## src/rtl/cart_rom_fetch.sv

```systemverilog
// Two-entry word buffer between a cartridge mapper and a 16-bit external memory.
// Demand misses are fetched, and the next sequential word is prefetched into the non-MRU entry.
module cart_rom_fetch #(
  parameter int ADDR_W = 19
) (
  input  logic              clk_sys,
  input  logic              reset,
  input  logic              loading,
  input  logic [ADDR_W-1:0] addr_in,
  output logic [7:0]        rom_dout,
  output logic              hit,
  output logic              mem_req,
  output logic [ADDR_W-2:0] mem_addr,
  input  logic              mem_ack,
  input  logic [15:0]       mem_din
);

  localparam int TW = ADDR_W - 1;
  localparam logic [1:0] S_IDLE     = 2'd0;
  localparam logic [1:0] S_FETCH    = 2'd1;
  localparam logic [1:0] S_PREFETCH = 2'd2;
  localparam logic [TW-1:0] TAG_MAX = {TW{1'b1}};
  localparam logic [TW-1:0] TAG_ONE = {{(TW-1){1'b0}}, 1'b1};

  logic [1:0]    state_q, state_d;
  logic [1:0]    valid_q, valid_d;
  logic [TW-1:0] tag_q  [2];
  logic [TW-1:0] tag_d  [2];
  logic [15:0]   data_q [2];
  logic [15:0]   data_d [2];
  logic          mru_q, mru_d;
  logic          req_q, req_d;
  logic [TW-1:0] maddr_q, maddr_d;
  logic [7:0]    dout_q, dout_d;
  logic          hit_q, hit_d;

  logic [TW-1:0] word_s;
  logic          bsel_s;
  logic [1:0]    match_s;
  logic          any_match_s, match_idx_s, victim_s, ack_s, fwd_s;
  logic [15:0]   hit_word_s;
  logic [7:0]    hit_byte_s, fwd_byte_s;
  logic          fill_pf_ok_s, hit_pf_ok_s;

  assign word_s      = addr_in[ADDR_W-1:1];
  assign bsel_s      = addr_in[0];
  assign match_s[0]  = valid_q[0] && (tag_q[0] == word_s);
  assign match_s[1]  = valid_q[1] && (tag_q[1] == word_s);
  assign any_match_s = |match_s;
  assign match_idx_s = ~match_s[0];
  assign victim_s    = ~mru_q;
  assign ack_s       = mem_ack && req_q;
  assign fwd_s       = ack_s && (word_s == maddr_q);
  assign hit_word_s  = data_q[match_idx_s];
  assign hit_byte_s  = bsel_s ? hit_word_s[15:8] : hit_word_s[7:0];
  assign fwd_byte_s  = bsel_s ? mem_din[15:8] : mem_din[7:0];

  // The entry that could already hold tag+1 is always the MRU one in both prefetch cases.
  assign fill_pf_ok_s = (maddr_q != TAG_MAX) &&
                        !(valid_q[mru_q] && (tag_q[mru_q] == maddr_q + TAG_ONE));
  assign hit_pf_ok_s  = (word_s != TAG_MAX) &&
                        !(valid_q[mru_q] && (tag_q[mru_q] == word_s + TAG_ONE));

  // Next-state logic for lookup, fill and request sequencing.
  always_comb begin
    state_d = state_q;
    valid_d = valid_q;
    tag_d   = tag_q;
    data_d  = data_q;
    mru_d   = mru_q;
    req_d   = req_q;
    maddr_d = maddr_q;
    dout_d  = dout_q;
    hit_d   = hit_q;

    if (loading) begin
      valid_d = 2'b00;
      hit_d   = 1'b0;
      if (req_q) begin
        if (mem_ack) begin
          req_d   = 1'b0;
          state_d = S_IDLE;
        end else begin
          state_d = state_q;
        end
      end else begin
        state_d = S_IDLE;
      end
    end else begin
      if (fwd_s) begin
        hit_d  = 1'b1;
        dout_d = fwd_byte_s;
      end else if (any_match_s) begin
        hit_d  = 1'b1;
        dout_d = hit_byte_s;
      end else begin
        hit_d  = 1'b0;
      end

      if (any_match_s) begin
        mru_d = match_idx_s;
      end else begin
        mru_d = mru_q;
      end

      case (state_q)
        S_IDLE: begin
          if (!any_match_s) begin
            state_d = S_FETCH;
            req_d   = 1'b1;
            maddr_d = word_s;
          end else if ((match_idx_s != mru_q) && hit_pf_ok_s) begin
            state_d = S_PREFETCH;
            req_d   = 1'b1;
            maddr_d = word_s + TAG_ONE;
          end else begin
            state_d = S_IDLE;
          end
        end
        S_FETCH: begin
          if (ack_s) begin
            valid_d[victim_s] = 1'b1;
            tag_d[victim_s]   = maddr_q;
            data_d[victim_s]  = mem_din;
            mru_d             = victim_s;
            req_d             = 1'b0;
            if (fill_pf_ok_s) begin
              // Request line drops for one cycle; PREFETCH raises it again.
              state_d = S_PREFETCH;
              maddr_d = maddr_q + TAG_ONE;
            end else begin
              state_d = S_IDLE;
            end
          end else begin
            req_d = 1'b1;
          end
        end
        S_PREFETCH: begin
          if (ack_s) begin
            valid_d[victim_s] = 1'b1;
            tag_d[victim_s]   = maddr_q;
            data_d[victim_s]  = mem_din;
            mru_d             = mru_q;
            req_d             = 1'b0;
            state_d           = S_IDLE;
          end else begin
            req_d = 1'b1;
          end
        end
        default: begin
          state_d = S_IDLE;
          req_d   = 1'b0;
        end
      endcase
    end
  end

  // State registers with synchronous reset.
  always_ff @(posedge clk_sys) begin
    if (reset) begin
      state_q   <= S_IDLE;
      valid_q   <= 2'b00;
      tag_q[0]  <= {TW{1'b0}};
      tag_q[1]  <= {TW{1'b0}};
      data_q[0] <= 16'h0000;
      data_q[1] <= 16'h0000;
      mru_q     <= 1'b0;
      req_q     <= 1'b0;
      maddr_q   <= {TW{1'b0}};
      dout_q    <= 8'h00;
      hit_q     <= 1'b0;
    end else begin
      state_q   <= state_d;
      valid_q   <= valid_d;
      tag_q     <= tag_d;
      data_q    <= data_d;
      mru_q     <= mru_d;
      req_q     <= req_d;
      maddr_q   <= maddr_d;
      dout_q    <= dout_d;
      hit_q     <= hit_d;
    end
  end

  assign rom_dout = dout_q;
  assign hit      = hit_q;
  assign mem_req  = req_q;
  assign mem_addr = maddr_q;

endmodule

```

## config.mk

```make
export PLATFORM = sky130hd
export DESIGN_NAME = cart_rom_fetch
export DESIGN_NICKNAME = d
export VERILOG_FILES = /design/src/rtl/cart_rom_fetch.sv
export SDC_FILE = /design/constraint.sdc
export NUM_CORES = 1
export LEC_CHECK = 0
export BUFFER_PORTS_ARGS = -buffer_cell sky130_fd_sc_hd__buf_2
export CAP_MARGIN = 20
export CELL_PAD_IN_SITES_DETAIL_PLACEMENT = 1
export CELL_PAD_IN_SITES_GLOBAL_PLACEMENT = 1
export CORE_MARGIN = 2
export CORE_UTILIZATION = 30
export CTS_CLUSTER_DIAMETER = 80
export DETAILED_ROUTE_END_ITERATION = 16
export MAX_ROUTING_LAYER = met4
export PLACE_DENSITY = 0.68
export SLEW_MARGIN = 10
export SYNTH_ARGS = -nofsm -noshare
export SYNTH_HDL_FRONTEND = slang
export SYNTH_SLANG_ARGS = --single-unit
```

## constraint.sdc

```tcl
create_clock -name clk_sys -period 3.74 [get_ports clk_sys]
set_input_delay 0.748 -clock clk_sys [delete_from_list [all_inputs] [get_ports clk_sys]]
set_output_delay 0.748 -clock clk_sys [all_outputs]
set_load 0.1 [all_outputs]
```

==> impl_metrics.csv, run 1 <==
group,metric,value,unit
outcome,outcome,"finished, final reports clean",
grt,antenna_found_initial,1,
cts,clkSinkCount,101,
die,dieArea,0.0256,mm^2
power,p_seq_share,39.0,%
power,p_comb_share,26.4,%
yosys,syn_area_per_cell,7.67,um^2
placement,dp_hpwl,20400,um
die,rows,57,
yosys,yosys.area.top_type,"dfxtp_1",
timing,finalHoldViolCount,0,
yosys,synthTopCellsByCount,"nand2_1, a21oi_1, dfxtp_1",
cts,cts_resized,0,
grt,gr-total-overflow,0,
hold_path,hold_start,"data_q[20]$_SDFFE_PP0P_",
route,ant_nets,0,
timing,finClkSkew,0.0176,ns
timing,setup_viol_count_final,0,
final_layout,drive_above_1_share,16.6,%
cts,cts-root-buf,"clkbuf_16",
yosys,ys_types,70,
timing,fin_crit_sh,93.8,%
route,dr_wl_met2,12700,um
cts,clkSlewWorstSetupHoldPaths,0.09,ns
worst_setup_path,crit_path_start_kind,"register",
power,power.share.switching,37.9,%
route,num_vias,7246,
power,peakVddDrop,0.181,mV
die,die-height,160,um
cts,cts_max_level,3,
route,drc,0,
worst_setup_path,end_kind,"register",
placement,finalWeightedCongestion,0.937,
power,clkPwrFrac,34.6,%
grt,grt_pass1_vias,7421,
route,met3WireLength,1270,um
power,p_leak,0.00281,uW
yosys,async_flop_share,0,%
flow_run,drv_cap,0,
final_layout,area_growth,15.0,%
final_layout,fin_nets,1045,
route,highest_layer,"met4",
yosys,synthMostInstantiatedCell,"nand2_1",
yosys,synth_top_area_share,27.7,%
route,dr.pass1.iters,5,
cts,clockBufferDepth,2,
yosys,syn-num-nets,998,
die,initial_core_util,30.3,%
cts,postCtsHoldBufs,0,
cts,numCtsBuffers,9,
timing,timing.hold.ws,0.455,ns
yosys,ys_warn_count,0,
worst_setup_path,required,4.01,ns
yosys,synth_edf_count,0,
die,die_w,160,um
yosys,ys_ff_latch,101,
worst_setup_path,worst-endpoint-arrival,3.78,ns
worst_setup_path,worstPathMaxFanout,26,
route,vias_per_cell,5.45,
die,ioPinCount,67,
worst_setup_path,r2r_start,"mru_q$_SDFFE_PP0P_",
route,drt-met1-wl,12700,um
cts,insertion_delay,0.38,ns
power,p_int,1820,uW
hold_path,hold_path_class,"register to register",
route,first_iter_violations,468,
power,power.density,348,mW/mm^2
grt,grt_pass1_wl,43100,um
yosys,ys_seq_area_share,27.7,%
timing,drv_slew,0,
placement,io_buffers,66,
cts,cts_tree,"done",
worst_setup_path,ff2ff_path_depth,10,
hold_path,timing.hold.worst_path_depth,2,
timing,tightest_slew,0.803,ns
timing,fin_tns_setup,0,ns
placement,place_inst,1313,
power,switchingPower,1110,uW
timing,relSlewSlack,46.5,%
final_layout,stdcell_count,1330,
yosys,netlist_area,0.00731,mm^2
die,core_area,0.0241,mm^2
grt,grt_max_degree,55,
yosys,synth_area_leaders,"dfxtp_1, xnor2_1, nand2_1",
timing,fmax,285,MHz
yosys,netlist_instances,953,
timing,fin_crit,3.51,ns
grt,grt_use_total,22.1,%
cts,cts_setup_buffers,0,
timing,rsz0062_at_grt,"no",
worst_setup_path,crit_start,"mru_q$_SDFFE_PP0P_",
route,wl,27400,um
route,routedWlPerCell,20.6,um
worst_setup_path,critPathKind,"register to register",
yosys,synthFlopType,"dfxtp_1",
## cells by family (layout without fill, tap and decap cells)
group,Yosys count,in the layout,synth area share [%]
other cells,0,1,0
mux,51,51,8.73
flops,101,101,27.7
fa+ha+maj,6,6,1.03
buf+inv,91,143,5.79
xor+xnor,118,118,14.1
simple gates,391,391,25.7
compound gates,195,195,16.9
## per-layer routing
metal,vias to the layer above,global-route usage (%)
li1,3435,-
met1,3579,29.1
met2,186,34.9
met3,46,3.17
met4,0,7.74
met5,-,-
## final timing paths
kind	end	slack, ns
min	data_q[20]$_SDFFE_PP0P_	0.46
max reg2reg	mem_addr[14]$_SDFFE_PP0P_	0.23
min reg2reg	data_q[20]$_SDFFE_PP0P_	0.46
max	mem_addr[14]$_SDFFE_PP0P_	0.23
## critical path: stages, from the launching register on
cell and delay (ns):
dfxtp_2 0.67, mux2i_1 0.69, nand4_1 0.22, a21oi_1 0.19, o21ai_0 0.21, a2111o_1 0.41, o32a_2 0.37, o21ai_4 0.09
buf_12 0.19, a21oi_1 0.06, o221a_2 0.29
## stage by stage
step                cell area, um^2  power [uW]  utilization [%]  setup slack [ns]
floorplan                      7310        1710                -             0.306
global placement               8100        1920             33.6             0.218
detailed placement             8100        1930             33.6            0.0844
CTS                            8410        2940             34.9             0.308
global route                   8410        3030             34.9            0.0945
finish                         8410        2930             34.9             0.230
## sequential cells by signal (all words and copies together), names as in the netlist
signal,cells
tag_q,36
data_q,32
mem_addr,18
rom_dout,8
state_q,2
valid_q,2
hit,1
mem_req,1
mru_q,1
## power groups by stage
stage               Clock [uW]  Sequential [uW]  Combinational (uW)
global placement             0             1160                 758
finish                    1010             1140                 774
detailed placement           0             1170                 765
CTS                       1030             1140                 769
global route              1060             1150                 821
floorplan                    0             1310                 400
## cell type report
| class | instances | area [um^2] |
|---|---|---|
| Clock buffer | 9 | 225 |
| Fill cell | 3036 | 15700 |
| Sequential cell | 101 | 2020 |
| Inverter | 10 | 37.5 |
| Timing Repair Buffer | 117 | 753 |
| Multi-Input combinational cell | 761 | 4880 |
| Antenna cell | 1 | 2.50 |
| Tap cell | 324 | 405 |
| Clock inverter | 7 | 83.8 |
## layout by cell type (no fill, tap or decap), types with 7 or more instances in the layout
master,count
mux4_2,8
nor4_1,14
o21ai_0,30
inv_1,10
buf_4,49
xor2_1,30
xnor2_1,88
nor2_1,47
nand3_1,19
buf_2,65
or3_1,9
clkbuf_16,9
nand4_1,28
nand2_1,195
and3_1,7
nor3_1,21
a31oi_1,9
o32ai_1,9
a21oi_1,104
dfxtp_1,100
mux2i_1,36
Power figures use the tool's default switching activity.
==> run 2, diff against run 1 <==
--- a/config.mk
+++ b/config.mk
@@ -13,7 +13,6 @@
 export CORE_UTILIZATION = 30
 export CTS_CLUSTER_DIAMETER = 80
 export DETAILED_ROUTE_END_ITERATION = 16
-export MAX_ROUTING_LAYER = met4
 export PLACE_DENSITY = 0.68
 export SLEW_MARGIN = 10
 export SYNTH_ARGS = -nofsm -noshare
==> run 2 against run 1 <==
Compared with the run above: total power about the same; highest routed layer is now met5; sequential share of layout area is 0.093 points higher; critical endpoint unchanged; setup slack gained 0.048 ns; die area is the same; via count decreased by 0.37%; critical path type unchanged; non-clock buffer count down 3; final area is 0.39% lower.
==> impl_metrics.csv, run 2 (same netlist as run 1, synthesis figures left out) <==
group,metric,value,unit
final_layout,fin_nets,1042,
timing,finClkSkew,0.0127,ns
worst_setup_path,cp_slowest_stage_delay,0.84,ns
outcome,outcome,"finished, final reports clean",
timing,finalHoldViolCount,0,
die,initial_core_util,30.3,%
cts,clockBufferDepth,2,
worst_setup_path,critPathKind,"register to register",
placement,io_buffers,66,
route,num_vias,7219,
cts,cts_max_level,3,
worst_setup_path,slowest_stage,"dfxtp_2",
route,dr.pass1.iters,5,
die,die-height,160,um
grt,grt_max_degree,55,
power,power.density,349,mW/mm^2
final_layout,area_growth,14.6,%
worst_setup_path,crit_path_start_kind,"register",
grt,grt_pass1_vias,7302,
die,die_w,160,um
cts,cts-root-buf,"clkbuf_16",
timing,fin_crit_sh,92.6,%
cts,numCtsBuffers,9,
grt,use_met1,28.3,%
worst_setup_path,end_kind,"register",
placement,dp_hpwl,20300,um
die,ioPinCount,67,
timing,rsz0062_at_grt,"no",
timing,relSlewSlack,46.7,%
cts,clkSinkCount,101,
worst_setup_path,cp_top_family,"compound AO/OA/AOI/OAI gates",
final_layout,final_common_cell,"nand2_1",
route,ant_nets,0,
final_layout,largest_reg_flops,36,
worst_setup_path,crit_chain,"mux2i_1 -> nand4_1 -> a21oi_1 -> o21ai_0 -> a2111o_1 -> o32a_2 -> o21ai_4 -> buf_12 -> a21oi_1 -> o221a_2",
worst_setup_path,worst_path_most_repeated_cell,"a21oi_1",
die,core_area,0.0241,mm^2
cts,postCtsHoldBufs,0,
placement,finalWeightedCongestion,0.937,
timing,tightest_slew,0.799,ns
final_layout,multi_input_area,0.00488,mm^2
final_layout,top_register,"tag_q",
timing,fin_tns_setup,0,ns
worst_setup_path,crit_buf_inv,1,
route,first_iter_violations,547,
timing,setup_viol_count_final,0,
final_layout,utilization,34.7,%
grt,grt_pass1_wl,42400,um
worst_setup_path,worstPathMaxFanout,26,
route,wl,27000,um
grt,gr-total-overflow,0,
timing,timing.hold.ws,0.456,ns
power,power,2930,uW
hold_path,hold_path_class,"register to register",
final_layout,seq_area,0.00202,mm^2
placement,place_inst,1310,
cts,clkSlewWorstSetupHoldPaths,0.09,ns
worst_setup_path,required,4.01,ns
flow_run,drv_cap,0,
timing,drv_slew,0,
grt,grt_use_total,21.2,%
grt,antenna_found_initial,3,
final_layout,drive_above_1_share,16.4,%
route,routedWlPerCell,20.4,um
final_layout,stdcell_count,1327,
final_layout,layout_common_cells,"nand2_1, a21oi_1, dfxtp_1",
grt,grt.met2_usage,34.1,%
die,rows,57,
grt,grt_util_met3,3.69,%
route,drc,0,
timing,fin_crit,3.46,ns
cts,cts_resized,0,
cts,cts_tree,"done",
hold_path,timing.hold.worst_path_depth,2,
cts,cts_setup_buffers,0,
timing,fmax,289,MHz
grt,top_usage_layer,"met2",
worst_setup_path,ff2ff_path_depth,10,
power,peakVddDrop,0.200,mV
final_layout,fillers,3021,
worst_setup_path,worst-endpoint-arrival,3.73,ns
worst_setup_path,cp.depth,10,
power,p_leak,0.00279,uW
route,vias_per_cell,5.44,
die,dieArea,0.0256,mm^2
cts,insertion_delay,0.37,ns
run 2: changes by cell type in the layout (fill, tap and decap cells not counted):
cell    change
buf_4       -2
buf_12      -1
inv_6       -1
inv_8       +1
run 2: cell type report:
cell class,count,area share [%]
diodes,1,0.0299
well taps,324,4.84
repair buffers,114,8.57
inverters,10,0.448
multi-input cells,761,58.2
clock inverters,7,1.03
clock buffers,9,2.69
flip-flops and latches,101,24.2
run 2: per-layer routing:
| layer | part of all wire [%] | routed length, um |
|---|---|---|
| met4 | 3.0 | 798 |
| met3 | 4.5 | 1220 |
| met1 | 47 | 12600 |
| met5 | 0.096 | 26 |
| met2 | 46 | 12400 |
run 2: path summary, 6_finish.rpt:
kind	startpoint	to	slack [ns]
min reg2reg	data_q[10]$_SDFFE_PP0P_	data_q[10]$_SDFFE_PP0P_	0.46
max	mru_q$_SDFFE_PP0P_	mem_addr[14]$_SDFFE_PP0P_	0.28
min	data_q[10]$_SDFFE_PP0P_	data_q[10]$_SDFFE_PP0P_	0.46
max reg2reg	mru_q$_SDFFE_PP0P_	mem_addr[14]$_SDFFE_PP0P_	0.28
run 2: stage by stage:
| step | area (um^2) | worst slack (ns) |
|---|---|---|
| 4_1_cts | 8370 | 0.284 |
| 3_5_place_dp | 8060 | 0.139 |
| 2_1_floorplan | 7310 | 0.306 |
| 6_report | 8380 | 0.278 |
| 5_1_grt | 8370 | 0.0666 |
| 3_3_place_gp | 8060 | 0.218 |
run 2: power by group:
part	switching (uW)	internal, uW
sequential	39.6	1100
combinational	535	231
clock	532	485
total	1110	1820
run 2: worst register-to-register path, cell delays in order, from the launching register on:
cell	delay, ns
dfxtp_2	0.84
mux2i_1	0.63
nand4_1	0.23
a21oi_1	0.16
o21ai_0	0.15
a2111o_1	0.36
o32a_2	0.37
o21ai_4	0.09
buf_12	0.19
a21oi_1	0.06
o221a_2	0.29
==> run 3, diff against run 2 <==
--- a/config.mk
+++ b/config.mk
@@ -5,7 +5,6 @@
 export SDC_FILE = /design/constraint.sdc
 export NUM_CORES = 1
 export LEC_CHECK = 0
-export BUFFER_PORTS_ARGS = -buffer_cell sky130_fd_sc_hd__buf_2
 export CAP_MARGIN = 20
 export CELL_PAD_IN_SITES_DETAIL_PLACEMENT = 1
 export CELL_PAD_IN_SITES_GLOBAL_PLACEMENT = 1
@@ -13,7 +12,8 @@
 export CORE_UTILIZATION = 30
 export CTS_CLUSTER_DIAMETER = 80
 export DETAILED_ROUTE_END_ITERATION = 16
-export PLACE_DENSITY = 0.68
+export DONT_BUFFER_PORTS = 1
+export PLACE_DENSITY = 0.65
 export SLEW_MARGIN = 10
 export SYNTH_ARGS = -nofsm -noshare
 export SYNTH_HDL_FRONTEND = slang
==> run 3 against run 2 <==
Compared with the run above: setup slack improved by 0.023 ns; global-route usage decreased by 0.50 points; non-clock buffer count decreased by 73; worst hold slack got worse by 0.011 ns; register-to-register slack improved by 0.02 ns; highest routed layer is now met4.
==> impl_metrics.csv, run 3 (same netlist as run 1, synthesis figures left out) <==
group,metric,value,unit
cts,clkSinkCount,101,
placement,finalWeightedCongestion,0.911,
route,first_iter_violations,400,
timing,setup_viol_count_final,0,
final_layout,top_register,"tag_q",
die,die_w,160,um
die,rows,57,
final_layout,area_growth,9.28,%
worst_setup_path,worst-endpoint-arrival,3.71,ns
grt,gr-total-overflow,0,
timing,fmax,291,MHz
worst_setup_path,end_kind,"register",
cts,insertion_delay,0.37,ns
outcome,outcome,"finished, final reports clean",
worst_setup_path,cp_slowest_stage_delay,0.70,ns
grt,grt_pass1_wl,41400,um
route,ant_nets,0,
worst_setup_path,required,4.01,ns
worst_setup_path,worstPathMaxFanout,35,
timing,finalHoldViolCount,0,
timing,finClkSkew,0.0123,ns
worst_setup_path,crit_chain,"buf_12 -> mux2i_1 -> nand4_1 -> a21oi_1 -> o21ai_0 -> a2111o_1 -> o32a_2 -> o21ai_4 -> buf_12 -> a21oi_1 -> o221a_2",
hold_path,hold_path_class,"input pin to register",
route,wl,26400,um
worst_setup_path,slowest_stage,"dfxtp_2",
final_layout,largest_reg_flops,36,
cts,cts_setup_buffers,0,
final_layout,seq_area,0.00202,mm^2
final_layout,num_antenna_cells,0,
cts,clkSlewWorstSetupHoldPaths,0.08,ns
route,routedWlPerCell,21.0,um
placement,dp_hpwl,19700,um
grt,antenna_found_initial,0,
cts,clockBufferDepth,2,
grt,grt_max_degree,101,
route,dr.pass1.iters,4,
cts,cts_max_level,3,
worst_setup_path,critPathKind,"register to register",
timing,fin_tns_setup,0,ns
timing,worst_slack,0.301,ns
route,num_vias,6896,
final_layout,multi_input_area,0.00488,mm^2
placement,pre_cts_slack,0.201,ns
power,power.density,352,mW/mm^2
timing,drv_slew,0,
timing,timing.hold.ws,0.445,ns
final_layout,utilization,33.1,%
cts,numCtsBuffers,9,
worst_setup_path,crit_path_start_kind,"register",
timing,fin_crit_sh,92.0,%
power,peakVddDrop,0.186,mV
power,p_leak,0.00246,uW
worst_setup_path,reg2reg_slack,0.30,ns
die,initial_core_util,30.3,%
final_layout,fillers,2965,
die,dieArea,0.0256,mm^2
placement,io_buffers,0,
flow_run,drv_cap,0,
timing,fin_crit,3.44,ns
timing,relSlewSlack,20.2,%
timing,tightest_slew,1.20,ns
route,drc,0,
grt,grt_pass1_vias,7030,
final_layout,layout_common_cells,"nand2_1, a21oi_1, dfxtp_1",
route,vias_per_cell,5.50,
final_layout,fin_nets,969,
final_layout,final_common_cell,"nand2_1",
grt,grt_use_total,20.7,%
cts,cts-root-buf,"clkbuf_16",
die,core_area,0.0241,mm^2
timing,rsz0062_at_grt,"no",
die,ioPinCount,67,
final_layout,drive_above_1_share,9.69,%
die,die-height,160,um
cts,postCtsHoldBufs,0,
cts,cts_resized,0,
cts,cts_tree,"done",
run 3: changes by cell type in the layout (fill, tap and decap cells not counted), sizes merged:
cell   previous run  this run
buf             114        41
diode             1         0
run 3: routing by layer:
layer  vias to the layer above  wire length (um)  track usage (%)
met1                      3395             12000             27.7
met3                        45              1750             4.60
li1                       3275                 -                -
met2                       181             11900             33.0
met5                         -                 0                0
met4                         0               665             7.04
run 3: worst paths after layout:
path / to / from / cells past startpoint
setup / recovery: mem_addr[14]$_SDFFE_PP0P_ / mru_q$_SDFFE_PP0P_ / 11
hold / removal: rom_dout[4]$_SDFFE_PP0P_ / reset / 1
setup reg to reg: mem_addr[14]$_SDFFE_PP0P_ / mru_q$_SDFFE_PP0P_ / 11
hold reg to reg: data_q[6]$_SDFFE_PP0P_ / data_q[6]$_SDFFE_PP0P_ / 2
run 3: where the power goes:
group          internal [uW]  switching [uW]  leakage (uW)  total (uW)
registers               1100            48.4      0.000817        1150
logic                    211             438       0.00149         649
clock network            485             528      0.000151        1010
run 3: per-stage QoR:
| stage | instances | total power (uW) | area, um^2 |
|---|---|---|---|
| 2_1_floorplan | 953 | 1710 | 7310 |
| 6_report | 1253 | 2810 | 7990 |
| 5_1_grt | 1253 | 2920 | 7990 |
| 3_5_place_dp | 1237 | 1820 | 7670 |
| 3_3_place_gp | 1237 | 1810 | 7670 |
| 4_1_cts | 1253 | 2840 | 7990 |
run 3: layout make-up:
type | instances | area share [%]
Multi-Input combinational cell | 761 | 61.1
Sequential cell | 101 | 25.3
Tap cell | 324 | 5.08
Timing Repair Buffer | 41 | 4.17
Clock buffer | 9 | 2.82
Clock inverter | 7 | 1.08
Inverter | 10 | 0.470
run 3: worst max-delay path, delay by kind of cell (launching register included):
family	cells	cell delay, ns
flip-flops	1	0.70
buffers and inverters	2	0.44
multiplexers	1	0.50
AO/OA/AOI/OAI	7	1.47
AND/OR/NAND/NOR	1	0.21
